`src/rtl/s2_pkg.sv`:
```
// Shared constants, types and helpers for the stage-2 window sequencer.
// Plane geometry is fixed here; the credit limit stays a parameter of the top.
package s2_pkg;

  localparam int DATA_W  = 17;
  localparam int IN_DIM  = 8;
  localparam int K       = 3;
  localparam int OUT_DIM = IN_DIM - K + 1;
  localparam int N_WIN   = OUT_DIM * OUT_DIM;
  localparam int COORD_W = $clog2(OUT_DIM);
  localparam int ADDR_W  = $clog2(N_WIN);

  typedef logic [COORD_W-1:0] coord_t;
  typedef logic [ADDR_W-1:0]  addr_t;
  typedef logic [DATA_W-1:0]  data_t;
  typedef logic [1:0]         ch_t;

  typedef enum logic [1:0] {
    ST_IDLE  = 2'd0,
    ST_ISSUE = 2'd1,
    ST_DRAIN = 2'd2,
    ST_DONE  = 2'd3
  } state_t;

  // Linear output-map address of a window's top-left corner.
  function automatic addr_t raster_addr(coord_t row, coord_t col);
    return addr_t'(row) * addr_t'(OUT_DIM) + addr_t'(col);
  endfunction

endpackage

```
`src/rtl/s2_raster_counter.sv`:
```
// Row/column raster counter over the OUT_DIM x OUT_DIM window grid.
// last_o flags the bottom-right position so the owner can detect the final step.
module s2_raster_counter
  import s2_pkg::*;
(
  input  logic               clk,
  input  logic               rst_n,
  input  logic               clr_i,
  input  logic               inc_i,
  output logic [COORD_W-1:0] row_o,
  output logic [COORD_W-1:0] col_o,
  output logic               last_o
);

  localparam logic [COORD_W-1:0] LAST_C = COORD_W'(OUT_DIM - 1);

  logic [COORD_W-1:0] row_q, row_d;
  logic [COORD_W-1:0] col_q, col_d;

  always_comb begin
    row_d = row_q;
    col_d = col_q;
    if (clr_i) begin
      row_d = '0;
      col_d = '0;
    end else if (inc_i) begin
      if (col_q == LAST_C) begin
        col_d = '0;
        row_d = (row_q == LAST_C) ? '0 : row_q + 1'b1;
      end else begin
        col_d = col_q + 1'b1;
      end
    end
  end

  always_ff @(posedge clk or negedge rst_n) begin
    if (!rst_n) begin
      row_q <= '0;
      col_q <= '0;
    end else begin
      row_q <= row_d;
      col_q <= col_d;
    end
  end

  assign row_o  = row_q;
  assign col_o  = col_q;
  assign last_o = (row_q == LAST_C) && (col_q == LAST_C);

endmodule

```
`src/rtl/s2_window_sequencer.sv`:
```
// Issues every 3x3 window of one input plane under a credit limit and writes the
// in-order results to the output feature map.
//   state    | meaning
//   ST_IDLE  | waiting for start; outputs quiet
//   ST_ISSUE | issuing windows (credit-limited) and collecting results
//   ST_DRAIN | all windows issued; collecting remaining results
//   ST_DONE  | final write cycle; done pulses, back to idle next cycle
module s2_window_sequencer
  import s2_pkg::*;
#(
  parameter int MAX_OUT = 4
) (
  input  logic               clk,
  input  logic               rst_n,
  input  logic               start,
  input  logic [1:0]         ch_sel,
  output logic               busy,
  output logic               done,
  output logic               err_unexp,
  output logic               win_valid,
  input  logic               win_ready,
  output logic [COORD_W-1:0] win_row,
  output logic [COORD_W-1:0] win_col,
  output logic [1:0]         win_ch,
  input  logic               res_valid,
  output logic               res_ready,
  input  logic [DATA_W-1:0]  res_data,
  output logic               wr_en,
  output logic [ADDR_W-1:0]  wr_addr,
  output logic [DATA_W-1:0]  wr_data
);

  localparam int OUT_W = $clog2(MAX_OUT + 1);
  localparam logic [OUT_W-1:0] MAX_OUT_C = OUT_W'(MAX_OUT);

  state_t             state_q;
  logic [OUT_W-1:0]   outst_q, outst_d;
  logic               busy_q, done_q, err_q;
  logic               win_valid_q, res_ready_q;
  logic               wr_en_q;
  logic [1:0]         ch_q;
  logic [ADDR_W-1:0]  wr_addr_q;
  logic [DATA_W-1:0]  wr_data_q;

  logic               start_go, issue, accept, drop;
  logic               iss_last, res_last;
  logic [COORD_W-1:0] iss_row, iss_col;
  logic [COORD_W-1:0] res_row, res_col;

  assign start_go = (state_q == ST_IDLE) && start;
  assign issue    = win_valid_q && win_ready;
  assign accept   = res_valid && res_ready_q && (outst_q != '0);
  assign drop     = res_valid && !(res_ready_q && (outst_q != '0));

  s2_raster_counter u_iss_cnt (
    .clk    (clk),
    .rst_n  (rst_n),
    .clr_i  (start_go),
    .inc_i  (issue),
    .row_o  (iss_row),
    .col_o  (iss_col),
    .last_o (iss_last)
  );

  s2_raster_counter u_res_cnt (
    .clk    (clk),
    .rst_n  (rst_n),
    .clr_i  (start_go),
    .inc_i  (accept),
    .row_o  (res_row),
    .col_o  (res_col),
    .last_o (res_last)
  );

  // Credits: one per window in flight; simultaneous issue and accept cancel out.
  always_comb begin
    outst_d = outst_q;
    if (start_go) begin
      outst_d = '0;
    end else if (issue && !accept) begin
      outst_d = outst_q + 1'b1;
    end else if (accept && !issue) begin
      outst_d = outst_q - 1'b1;
    end
  end

  always_ff @(posedge clk or negedge rst_n) begin
    if (!rst_n) begin
      state_q     <= ST_IDLE;
      outst_q     <= '0;
      busy_q      <= 1'b0;
      done_q      <= 1'b0;
      err_q       <= 1'b0;
      win_valid_q <= 1'b0;
      res_ready_q <= 1'b0;
      wr_en_q     <= 1'b0;
      ch_q        <= '0;
      wr_addr_q   <= '0;
      wr_data_q   <= '0;
    end else begin
      outst_q <= outst_d;
      wr_en_q <= accept;
      done_q  <= 1'b0;
      if (accept) begin
        wr_addr_q <= raster_addr(res_row, res_col);
        wr_data_q <= res_data;
      end
      if (drop) begin
        err_q <= 1'b1;
      end
      case (state_q)
        ST_IDLE: begin
          if (start) begin
            state_q     <= ST_ISSUE;
            ch_q        <= ch_sel;
            err_q       <= 1'b0;
            busy_q      <= 1'b1;
            res_ready_q <= 1'b1;
            win_valid_q <= 1'b1;
          end
        end
        ST_ISSUE: begin
          if (accept && res_last) begin
            state_q     <= ST_DONE;
            done_q      <= 1'b1;
            res_ready_q <= 1'b0;
            win_valid_q <= 1'b0;
          end else if (issue && iss_last) begin
            state_q     <= ST_DRAIN;
            win_valid_q <= 1'b0;
          end else begin
            win_valid_q <= (outst_d < MAX_OUT_C);
          end
        end
        ST_DRAIN: begin
          if (accept && res_last) begin
            state_q     <= ST_DONE;
            done_q      <= 1'b1;
            res_ready_q <= 1'b0;
          end
        end
        ST_DONE: begin
          state_q <= ST_IDLE;
          busy_q  <= 1'b0;
        end
        default: begin
          state_q     <= ST_IDLE;
          busy_q      <= 1'b0;
          win_valid_q <= 1'b0;
          res_ready_q <= 1'b0;
        end
      endcase
    end
  end

  assign busy      = busy_q;
  assign done      = done_q;
  assign err_unexp = err_q;
  assign win_valid = win_valid_q;
  assign win_row   = iss_row;
  assign win_col   = iss_col;
  assign win_ch    = ch_q;
  assign res_ready = res_ready_q;
  assign wr_en     = wr_en_q;
  assign wr_addr   = wr_addr_q;
  assign wr_data   = wr_data_q;

endmodule

```
`config.mk`:
```
export PLATFORM = sky130hd
export DESIGN_NAME = s2_window_sequencer
export DESIGN_NICKNAME = d
export VERILOG_FILES = /design/src/rtl/s2_pkg.sv /design/src/rtl/s2_raster_counter.sv /design/src/rtl/s2_window_sequencer.sv
export SDC_FILE = /design/constraint.sdc
export NUM_CORES = 1
export LEC_CHECK = 0
export CORE_ASPECT_RATIO = 0.7
export CORE_UTILIZATION = 49
export DETAILED_ROUTE_END_ITERATION = 16
export GPL_ROUTABILITY_DRIVEN = 0
export PLACE_DENSITY_LB_ADDON = 0.15
export REMOVE_ABC_BUFFERS = 1
export SETUP_SLACK_MARGIN = 0.1
export SLEW_MARGIN = 20
export SYNTH_ARGS = -nofsm -noshare
export SYNTH_HDL_FRONTEND = slang
export SYNTH_SLANG_ARGS = --single-unit
```
`constraint.sdc`:
```
create_clock -name clk -period 2 [get_ports clk]
set_input_delay 0.5 -clock clk [delete_from_list [all_inputs] [get_ports clk]]
set_output_delay 0.5 -clock clk [all_outputs]
set_load 0.05 [all_outputs]
```
# After elaboration in Yosys (flattened, before gate mapping)
# Index checks and enable logic that the tools add are counted.
# Widths: inputs -> output; s select.
# classes
add_sub_neg,7
mul,1
n_lt_le_gt_ge,1
n_eq_ne,11
muxes,34
n_reduce_logical,32
# op_table
cell,n
$mux 3,17
$add 3x1->3 const B,5
$reduce_bool 2->1,7
$eq 3x3->1 const B,4
$logic_and 1x1->1,12
$reduce_and 2->1,5
$mux 1,9
$mux 2,4
$pmux 2 s4,1
$add 6x3->6,1
$pmux 1 s2,3
$reduce_and 3->1,2
$mul 3x2->5 const B,1
$eq 2x2->1 const B,2
$ne 2x2->1 const B,2
$logic_not 1->1,3
$lt 3x3->1 const B,1
$ne 3x3->1 const B,1
$reduce_bool 3->1,1
$sub 3x1->3 const B,1
$eq 2x1->1 const B,1
$logic_not 2->1,1
$ne 2x1->1 const B,1
$reduce_or 2->1,1
# word_totals
ff_bits,48
inputBits,24
out_inout_bits,37
elab_cells,101

# Logic depth before layout (Yosys ltp)
# Gate-level depths: netlist of the first run.
# logic_depth
ltp_word,10
depth_mapped,8
mapped_depth_nobuf,8

# By module
# A second synthesis of the first run with hierarchy kept.
# hier_totals
cells_unflattened,243
area_unflattened_um2,2401.1
# modules_own_cells
mod,instances,cells_each,area_each_um2,seq_area_each_um2
s2_window_sequencer,1,189,1828.0,900.9
s2_raster_counter,2,27,286.5,150.1

# Worst setup path before layout of the first run
# Ideal clock, no wire load.
# synth_timing
path_type,register to register
from,"reg win_valid_q, in the netlist win_valid"
to,reg state_q[1]
setup_ns,0.125
arrival_time_ns,1.669
t_required_ns,1.875
setup_slack_ns,0.206
stages_incl_launch_ff,6
path_buffers,0
period_less_slack_ns,1.794
path_cell_list,dfrtp_1 -> nand3_2 -> or2_4 -> o22ai_2 -> o21ai_2 -> mux2_4
# synth_via
elab_chain_len,4
# synth_lines
item,line_no,text
"start, declared",s2_window_sequencer.sv:39,"logic win_valid_q, res_ready_q;"
"start signal, assigned",s2_window_sequencer.sv:132,win_valid_q <= (outst_d < MAX_OUT_C);
$logic_and 1x1->1,s2_window_sequencer.sv:51,assign issue = win_valid_q && win_ready;
$logic_and 1x1->1,s2_window_sequencer.sv:128,end else if (issue && iss_last) begin
$ne 3x3->1 (no line),--,
$reduce_and 3->1 (no line),--,
"end signal, assigned",s2_window_sequencer.sv:124,state_q <= ST_DONE;
"end signal, assigned",s2_window_sequencer.sv:129,state_q <= ST_DRAIN;
"end signal, assigned",s2_window_sequencer.sv:137,state_q <= ST_DONE;
"end, declared",s2_window_sequencer.sv:36,state_t state_q;
# No other way between the ends.
# A chain may end at the register's enable or synchronous reset.

# Worst setup path in the final report of the first run
# layout_timing
from,"reg u_res_cnt.row_q[1], in the netlist u_res_cnt.row_o[1]"
to,"reg wr_addr_q[5], in the netlist wr_addr[5]"
# layout_via
elab_chain_len,2
# layout_lines
item,line_no,text
"start, declared",s2_raster_counter.sv:17,"logic [COORD_W-1:0] row_q, row_d;"
"start signal, assigned",s2_raster_counter.sv:41,row_q <= row_d;
$mul 3x2->5,s2_pkg.sv:27,return addr_t'(row) * addr_t'(OUT_DIM) + addr_t'(col);
$add 6x3->6,s2_pkg.sv:27,
"end signal, assigned",s2_window_sequencer.sv:105,"wr_addr_q <= raster_addr(res_row, res_col);"
"end, declared",s2_window_sequencer.sv:42,logic [ADDR_W-1:0] wr_addr_q;
# No other way between the ends.

==> metrics.md, run 1 <==
| Metric | Value |
|---|---|
| Clock sinks | 48 |
| CP Data Arrival Time | about 2000 ps |
| Nets@finish | between 300 and 400 |
| Final slew viol count | 0 |
| Reg clk slew, reported paths | approximately 80 ps |
| Core area | around 4500 um^2 |
| Post-DP Area | 3080 um^2 |
| Synth warn | 0 |
| CTS Buf Count | 5 |
| GRT Total Usage | 20.3% |
| Mapped cell area | about 2400 um^2 |
| Routed vias | 1848 |
| Pre-CTS WS | -60.8 ps |
| CP startpoint kind | flip-flop |
| Setup ws final | approximately 210 ps |
| Adder-cell share of the synthesized area | 9.91% |
| Starting DRT DRC Count | around 70 |
| TNS Setup | 0 ps |
| WL met3 | roughly 200 um |
| #FFs+latches synth | 48 |
| Final instance area | between 3000 and 4000 um^2 |
| Critical path class | flip-flop to flip-flop |
| Slew headroom | 65.6% |
| Share of cells above drive strength 1 | 16.0% |
| ANT cells | 0 |
| Most frequent cells in the layout | nand2_1 (84), dfrtp_1 (48), buf_4 (35) |
| Netlist cell types | ~40 |
| Vias in the first global route | around 1700 |
| Met1 wire length | between 2 and 2.5 mm |
| Worst slew pin tran | around 520 ps |
| Post-Synth XOR/XNOR Area | roughly 3.3% |
| Number of detailed-route iterations in the first pass | 4 |
| Main combinational cell family by area after synthesis | simple AND/OR/NAND/NOR gates |
| RSZ-0062 raised after global routing | no |
| Root Buffer | clkbuf_8 |
| Synth Area in Compound Gates | approximately 8.1% |
| Multi-input gate area | around 1100 um^2 |
| Final hold violations | 0 |
| Dpl hpwl | between 3 and 4 mm |
| Tot Pwr | between 4 and 5 mW |
| Via density per instance | approximately 5 |
| First-pass GRT wire length | roughly 8 mm |
| Gr ovfl total | 0 |
| Postcts setup bufs | 0 |
| Layout area overhead | 33.1% |
| Layout fillers | 373 |
| Hold Path Class | primary input to async pin |
| Post-Synth Simple-Gate Area | a little under a quarter |
| F_max | 0.558 GHz |
| Initial antenna violation count | 0 |
| Cell Pwr Density | between 1500 and 2000 nW/um^2 |
| Final min period | about 1800 ps |
| Max-cap violations | 0 |
| Die area | 5130 um^2 |
| Area occupied by registers | between 1000 and 1500 um^2 |
| Effective utilization at floorplan | 52.7% |
| Buffers on Ports | 60 |
| DR WL met2 | approximately 1.9 mm |
| Peak supply drop | between 800 and 900 uV |
| Clk_skew | approximately 4.5 ps |
| Die W | between 80 and 90 um |
| Final critical-path share of the clock period | around 90% |
| Rows | 20 |
| Antenna Violating Nets Remaining | 0 |
| Mux cell area share after synthesis | 1.48% |
| Hold Worst Slack | between 150 and 200 ps |
| Sequential area share after synthesis | 50.6% |
| DRC errors left | 0 |
| Clock buffer depth | 2 |
| H-tree depth | 2 |
| I/O Pins | ~60 |
| Post-Layout Cell Count | 379 |
| DP Cell Count | approximately 370 |
| Post-Route WL | approximately 4.6 mm |
| Most common cell after layout, fill and taps aside | nand2_1 |
| Worst-path maximum fanout | 4 |
| Leakage power | 1.61 nW |
| Worst setup EP type | flip-flop |
| Mean post-synth cell area | between 9 and 10 um^2 |
| DR top layer | met4 |
| CP required | approximately 2200 ps |
| Chip height | 60.2 um |
| Final setup fails | 0 |
| Pin count of the biggest net entering global routing | around 50 |
| CTS tree | built |
| Post-Synthesis Cells | between 200 and 300 |
| Routed len/inst | 12.1 um |
| Status | complete, no violations |
| Final Util | between 70% and 80% |
| Clock Latency Late Sink | approximately 290 ps |
## Yosys cell counts (all sizes together)
cell type,count,share of area [%]
buf,4,0.84
a211o,1,0.37
o211ai,1,0.32
a31oi,2,0.53
or3,2,0.53
a41o,1,0.42
a211oi,1,0.32
dfrtp,48,51
or2,1,0.37
maj3,2,0.84
nand3b,3,0.95
inv,13,2.1
nor2b,4,1.2
nor3b,1,0.32
nand4bb,1,0.47
o2111ai,1,0.37
a32o,1,0.42
clkbuf,3,0.47
nand2b,2,0.53
nor4,1,0.90
fa,2,1.7
xnor2,6,2.2
xor2,3,1.1
and2,2,0.53
nand2,84,13
mux2,1,0.63
nand4,2,0.53
a221o,1,0.42
nor2,14,2.2
nand3,2,0.63
a21oi,11,2.3
mux2i,2,0.84
nor3,3,0.84
ha,14,7.4
o21ai,9,2.1
o22ai,1,0.53
## worst paths after layout
check,to,cells after the start,slack [ps],from
setup / recovery,wr_addr[5]$_DFFE_PN0P_,6,210,u_res_cnt.row_o[1]$_DFFE_PN0P_
hold / removal,u_iss_cnt.col_o[2]$_DFFE_PN0P_,2,180,rst_n
setup reg to reg,wr_addr[5]$_DFFE_PN0P_,6,210,u_res_cnt.row_o[1]$_DFFE_PN0P_
hold reg to reg,wr_data[5]$_DFFE_PN0P_,2,470,wr_data[5]$_DFFE_PN0P_
max in group asynchronous,done$_DFF_PN0_,2,1610,rst_n
min in group clk,wr_data[5]$_DFFE_PN0P_,2,470,wr_data[5]$_DFFE_PN0P_
## registers in the layout, summed over array words and instances, names as in the netlist
name             count
res_ready            1
u_res_cnt.col_o      3
u_res_cnt.row_o      3
win_ch               2
state_q              2
wr_addr              6
u_iss_cnt.row_o      3
outst_q              3
win_valid            1
u_iss_cnt.col_o      3
busy                 1
done                 1
wr_data             17
err_unexp            1
wr_en                1
## repair_timing
action | CTS | global route
setup endpoints to repair | 16 | 0
gates resized for setup | 16 | 0
hold buffers | 0 | 0
## critical path: stages, from the launching register on
cell     delay [ps]
dfrtp_1         430
inv_1           100
ha_1            320
fa_1            450
nor2b_1         170
xnor2_1         130
o21ai_0          80
## routing by layer
layer	vias up	GRT usage [%]
met5	-	0
met4	0	5.08
met3	7	5.66
met2	40	29.1
met1	842	30.1
li1	959	-
## power by group
part | total (mW) | switching, mW | leakage, nW | internal [mW]
Combinational | 2.65 | 1.78 | 0.959 | 0.871
Sequential | 1.61 | 0.273 | 0.604 | 1.33
Clock | 0.653 | 0.294 | 0.0501 | 0.359
Total | 4.91 | 2.35 | 1.61 | 2.56
## cell families (layout without fill, tap and decap cells)
family / Yosys count / count (layout)
AOI/OAI and AO/OA: 30 / 30
xor gates and xnor gates: 9 / 9
adders and majority gates: 18 / 18
buffers and inverters: 20 / 94
DFF: 48 / 48
muxes: 3 / 3
and+or+nand+nor: 122 / 122
## cell type report
class	count	share of cell area, %
Clock buffer	5	2.18
Clock inverter	1	0.951
Inverter	13	1.55
Multi-Input combinational cell	182	34.6
Sequential cell	48	38.0
Tap cell	55	2.18
Timing Repair Buffer	75	20.5
Power figures use the tool's default switching activity.
==> run 2: changes to the inputs <==
ABC_CLOCK_PERIOD_IN_PS = 2000   (was default)
==> results of run 2 <==
No change in the layout: final DEF, timing and power equal those of run 1.
